==> src/rtl/pdm_frame_scheduler.sv <==
// rtl/pdm_frame_scheduler.sv - PDM clock/strobe generator and per-frame CIC snapshot serialiser
module pdm_frame_scheduler #(
    parameter int NCH      = 8,
    parameter int PDM_HALF = 16,
    parameter int DEC      = 64,
    parameter int SETTLE   = 4
) (
    input  logic                     clk,
    input  logic                     rst,
    input  logic                     enable,
    output logic                     pdm_clk,
    output logic                     bit_stb,
    output logic                     dec_stb,
    input  logic [16*NCH-1:0]        cic_data,
    output logic                     out_valid,
    input  logic                     out_ready,
    output logic [15:0]              out_data,
    output logic [$clog2(NCH)-1:0]   out_chan,
    output logic                     out_first,
    output logic                     overrun,
    output logic [7:0]               overrun_cnt
);

    localparam int PW = $clog2(2*PDM_HALF);
    localparam int BW = $clog2(DEC);
    localparam int CW = $clog2(NCH);
    localparam int SW = 16;

    localparam logic [PW-1:0] PH_HALF = PW'(PDM_HALF);
    localparam logic [PW-1:0] PH_LAST = PW'(2*PDM_HALF-1);
    localparam logic [BW-1:0] B_LAST  = BW'(DEC-1);
    localparam logic [CW-1:0] C_LAST  = CW'(NCH-1);
    localparam logic [SW-1:0] S_LAST  = SW'(SETTLE-1);

    typedef enum logic [1:0] {
        S_IDLE,
        S_SETTLE,
        S_WAIT,
        S_SEND
    } state_t;

    state_t                 state;
    logic [PW-1:0]          ph;
    logic [PW-1:0]          ph_n;
    logic [BW-1:0]          bcnt;
    logic [SW-1:0]          scnt;
    logic                   snap;
    logic [CW-1:0]          chan_n;
    logic [NCH-1:0][15:0]   frame;

    always_comb begin
        ph_n   = (ph == PH_LAST) ? '0 : ph + 1'b1;
        chan_n = out_chan + 1'b1;
    end

    // pdm_clk/bit_stb are registered from the next phase so they line up with ph.
    always_ff @(posedge clk or posedge rst) begin
        if (rst) begin
            state       <= S_IDLE;
            ph          <= '0;
            bcnt        <= '0;
            scnt        <= '0;
            snap        <= 1'b0;
            frame       <= '0;
            pdm_clk     <= 1'b0;
            bit_stb     <= 1'b0;
            dec_stb     <= 1'b0;
            out_valid   <= 1'b0;
            out_data    <= '0;
            out_chan    <= '0;
            out_first   <= 1'b0;
            overrun     <= 1'b0;
            overrun_cnt <= '0;
        end else if (!enable) begin
            // Abort everything except the overrun record, which survives until re-enable.
            state     <= S_IDLE;
            ph        <= '0;
            bcnt      <= '0;
            scnt      <= '0;
            snap      <= 1'b0;
            pdm_clk   <= 1'b0;
            bit_stb   <= 1'b0;
            dec_stb   <= 1'b0;
            out_valid <= 1'b0;
            out_data  <= '0;
            out_chan  <= '0;
            out_first <= 1'b0;
        end else if (state == S_IDLE) begin
            state       <= (SETTLE == 0) ? S_WAIT : S_SETTLE;
            overrun     <= 1'b0;
            overrun_cnt <= '0;
        end else begin
            ph      <= ph_n;
            pdm_clk <= (ph_n >= PH_HALF);
            bit_stb <= (ph_n == PH_LAST);
            if (ph == PH_LAST) begin
                bcnt <= (bcnt == B_LAST) ? '0 : bcnt + 1'b1;
            end
            dec_stb <= (ph == PH_LAST) && (bcnt == B_LAST);
            snap    <= dec_stb;

            case (state)
                S_SETTLE: begin
                    // Warm-up frames are counted on the snapshot so the last discarded one is not sent.
                    if (snap) begin
                        if (scnt == S_LAST) begin
                            state <= S_WAIT;
                            scnt  <= '0;
                        end else begin
                            scnt <= scnt + 1'b1;
                        end
                    end
                end
                S_WAIT: begin
                    if (snap) begin
                        frame     <= cic_data;
                        out_valid <= 1'b1;
                        out_chan  <= '0;
                        out_data  <= cic_data[15:0];
                        out_first <= 1'b1;
                        state     <= S_SEND;
                    end
                end
                S_SEND: begin
                    if (snap) begin
                        overrun <= 1'b1;
                        if (overrun_cnt != 8'hFF) begin
                            overrun_cnt <= overrun_cnt + 8'd1;
                        end
                    end
                    if (out_valid && out_ready) begin
                        out_first <= 1'b0;
                        if (out_chan == C_LAST) begin
                            out_valid <= 1'b0;
                            state     <= S_WAIT;
                        end else begin
                            out_chan <= chan_n;
                            out_data <= frame[chan_n];
                        end
                    end
                end
                default: state <= S_IDLE;
            endcase
        end
    end

endmodule

==> config.mk <==
export PLATFORM = sky130hd
export DESIGN_NAME = pdm_frame_scheduler
export DESIGN_NICKNAME = d
export VERILOG_FILES = /design/src/rtl/pdm_frame_scheduler.sv
export SDC_FILE = /design/constraint.sdc
export NUM_CORES = 1
export LEC_CHECK = 0
export ABC_AREA = 0
export BUFFER_PORTS_ARGS = -buffer_cell sky130_fd_sc_hd__clkbuf_2
export CAP_MARGIN = 20
export CORE_ASPECT_RATIO = 0.7
export CORE_MARGIN = 5
export CORE_UTILIZATION = 58
export CTS_BUF_LIST = sky130_fd_sc_hd__clkbuf_8
export CTS_CLUSTER_SIZE = 16
export DETAILED_ROUTE_END_ITERATION = 10
export MAX_ROUTING_LAYER = met4
export PLACE_DENSITY = 0.84
export SLEW_MARGIN = 5
export SYNTH_ARGS = -nofsm -noshare
export SYNTH_HDL_FRONTEND = slang
export SYNTH_SLANG_ARGS = --single-unit
export TNS_END_PERCENT = 10
==> constraint.sdc <==
create_clock -name clk -period 8.6 [get_ports clk]
set_input_delay 1.29 -clock clk [delete_from_list [all_inputs] [get_ports clk]]
set_output_delay 1.29 -clock clk [all_outputs]
set_load 0.02 [all_outputs]
==> impl_metrics.toml <==
[cts]
hold_buffers = 0
cts_setup_buffers = 0
cts-root-buf = "clkbuf_8"
worstSkewPairLatency_ns = 0.47
cts.htree.levels = 4
cts_tree = "built"
cts_resized = 0
cts_buffers = 17
cts_buffer_depth = 2
cts_num_sinks = 190
clk_pin_slew_worst_paths_ns = 0.12

[sta]
slew_viol_final = 0
final.setup.worst_slack_ns = 5.633
skew_ns = 0.02048
fin_hold_ws_ns = 0.5091
grt_setup_unrepaired = "no"
fin_setup_tns_ns = 0
hold_viol_final = 0
post-route-period-util_pct = 34.49
relSlewSlack_pct = 36.48
period_needed_ns = 2.967
finalSetupViolations = 0
worst_pin_slew_ns = 0.9528
max_clock_freq_mhz = 337.1

[logic_synthesis]
synth_cells = 709
avgSynthCellArea_um2 = 12.86
synth_top_area_share_pct = 52.16
netlist_area_um2 = 9115
synth_ff_type = "dfrtp_1"
ys_warn_count = 0
seq_area_frac_synth_pct = 52.16
yosysMostFrequentCell = "dfrtp_1"
synth_area_leaders = "dfrtp_1 (52%), mux2_2 (16%), mux4_2 (7.9%)"
synth-seq-cells = 190
ys_async_sr_fraction_pct = 100.0
yosys-top-cells-count = "dfrtp_1 (190), mux2_2 (128), nor2b_1 (36)"
synth_area_leader_cell = "dfrtp_1"
ys_types = 57
synth_nets = 852
synth-edff-count = 0

[setup_path]
reg2reg_depth = 5
rr_startpoint = "out_chan[0]"
cp-startpoint = "enable"
rrSetupSlack_ns = 5.71
cp_max_fo = 53
worstReg2RegEnd = "out_data[7]"
critical_path_class = "in -> reg"
arrival_ns = 3.39
required_ns = 9.02
cp-end-kind = "register"
crit_path_start_kind = "input pin"

[floorplan]
die_height_um = 114.9
die_w_um = 159.8
ios = 165
initial_utilization_pct = 58.99
die-area_um2 = 18360
rows = 38
core_area_um2 = 15450

[detailed_routing]
via_count = 6354
first_iter_violations = 543
drtPass1Iterations = 5
ant_nets = 0
wirelength_um = 20990
routed_via_density = 5.955
drc = 0
wire_per_inst_um = 19.67

[finish]
drive_gt1_share_pct = 42.91
fin_nets = 998
syn2layout_area_growth_pct = 14.51
utilization_pct = 67.55
num_antenna_cells = 0
fill_cells = 1115
final_cells = 1067

[global_routing]
grt_pass1_vias = 6496
grtUsageMet1_pct = 35.52
antenna_found_initial = 0
grt_start_max_net_pins = 122
grt_use_total_pct = 24.32
grt_first_pass_wirelength_um = 34250
grt-ovfl-total = 0
use_met3_pct = 5.733
top_usage_layer = "met1"
grt_use_met2_pct = 35.50

[pwr]
p_switching_w = 0.0005325
pwr-share-comb_pct = 14.5
power_density_nw_per_um2 = 174.2
p_seq_share_pct = 51.4
pwr-share-clk_pct = 34.1
leakage_nw = 5.165
switching_share_pct = 29.29
p_int_w = 0.001286
vdd_drop_max_mv = 0.1151

[place]
dpl.hpwl_um = 14480
pre_cts_slack_ns = 5.196
port_buffers = 164
gp_congestion = 0.8654
dp_cells = 1035

[hold_path]
hold_start = "frame[20]"
whs_endpoint = "frame[20]"
hold_path_depth = 1
min_path_type = "reg -> reg"

[flow_run]
cap_violations = 0

[status]
status = "finished clean"
-- critical path, cell delays in order --
cell and delay, ns:
clkbuf_2 0.08, buf_4 0.45, and3b_1 0.27, nand4_1 0.73
nor2b_1 0.40, or3_1 0.14
-- power groups by stage --
| stage | combinational (W) | sequential (W) | clock, W |
|---|---|---|---|
| CTS | 0.000258 | 0.000934 | 0.000626 |
| floorplan | 0.000172 | 0.000955 | 0 |
| global placement | 0.000249 | 0.000951 | 0 |
| finish | 0.000263 | 0.000935 | 0.000620 |
| global route | 0.000293 | 0.000940 | 0.000664 |
| detailed placement | 0.000255 | 0.000952 | 0 |
-- cell families (layout without fill, tap and decap cells) --
logic type	Yosys count	after routing	share of synthesized area, %
muxes	165	165	24.27
AOI/OAI and AO/OA	85	85	6.205
adders and majority gates	11	11	1.510
buffers and inverters	56	214	3.020
xor gates and xnor gates	10	10	0.9608
and+or+nand+nor	192	192	11.87
DFF	190	190	52.16
-- layout by cell type (no fill, tap or decap), types with 3 or more instances in the layout --
cell type	Yosys	final
xor2_1	4	4
a21oi_1	19	19
mux2_2	128	128
or3_1	19	19
nand3_1	33	33
and3_1	5	5
clkbuf_2	2	164
inv_8	0	5
mux4_2	32	32
nor2_1	25	25
and4_1	3	3
nand2_1	27	27
dfrtp_1	190	190
inv_1	12	11
a31oi_1	3	3
clkinvlp_4	0	3
clkbuf_8	0	17
nand4b_1	4	4
a211oi_1	4	4
o21ai_0	21	21
xnor2_1	6	6
nor3_1	8	8
nor2b_1	36	36
buf_4	2	6
a22o_1	3	3
o21ai_1	9	9
o31ai_1	5	5
mux2i_1	5	5
ha_1	11	9
or4_1	4	4
nor4_1	3	3
nand2b_1	6	6
a21o_1	6	6
nand4_1	7	7
-- per-layer routing --
layer	wire [µm]	vias to the layer above
met5	0	-
met2	9409	236
met3	1417	22
met1	9935	3206
li1	-	2890
met4	223	0
-- per-stage QoR --
stage               area, µm²  total power (W)
floorplan                9115         0.001127
finish                  10440         0.001818
global route            10440         0.001896
CTS                     10430         0.001818
global placement        10010         0.001201
detailed placement      10010         0.001207
-- final cells by class --
| cell class | count | area, µm² | area share [%] |
|---|---|---|---|
| Clock inverter | 14 | 178.9 | 1.714 |
| Tap cell | 200 | 250.2 | 2.398 |
| Inverter | 12 | 52.55 | 0.5035 |
| Sequential cell | 190 | 4755 | 45.55 |
| Multi-Input combinational cell | 463 | 4090 | 39.19 |
| Clock buffer | 17 | 234.0 | 2.242 |
| Timing Repair Buffer | 171 | 877.1 | 8.403 |
-- how the worst max path moves through the flow --
stage                endpoint  cells after the start
2_1_floorplan         bcnt[0]                      1
3_3_place_gp   overrun_cnt[7]                      6
3_5_place_dp      out_data[5]                      6
4_1_cts           out_data[5]                      6
5_1_grt          out_data[10]                      6
6_report         out_data[13]                      6
-- state kept, by name (all words and copies together), names as in the netlist --
signal,cells
out_chan,3
dec_stb,1
bit_stb,1
bcnt,6
scnt,16
overrun_cnt,8
out_valid,1
out_first,1
snap,1
ph,5
state,2
out_data,16
overrun,1
frame,128
No activity file was read; power rests on OpenSTA's default activity.
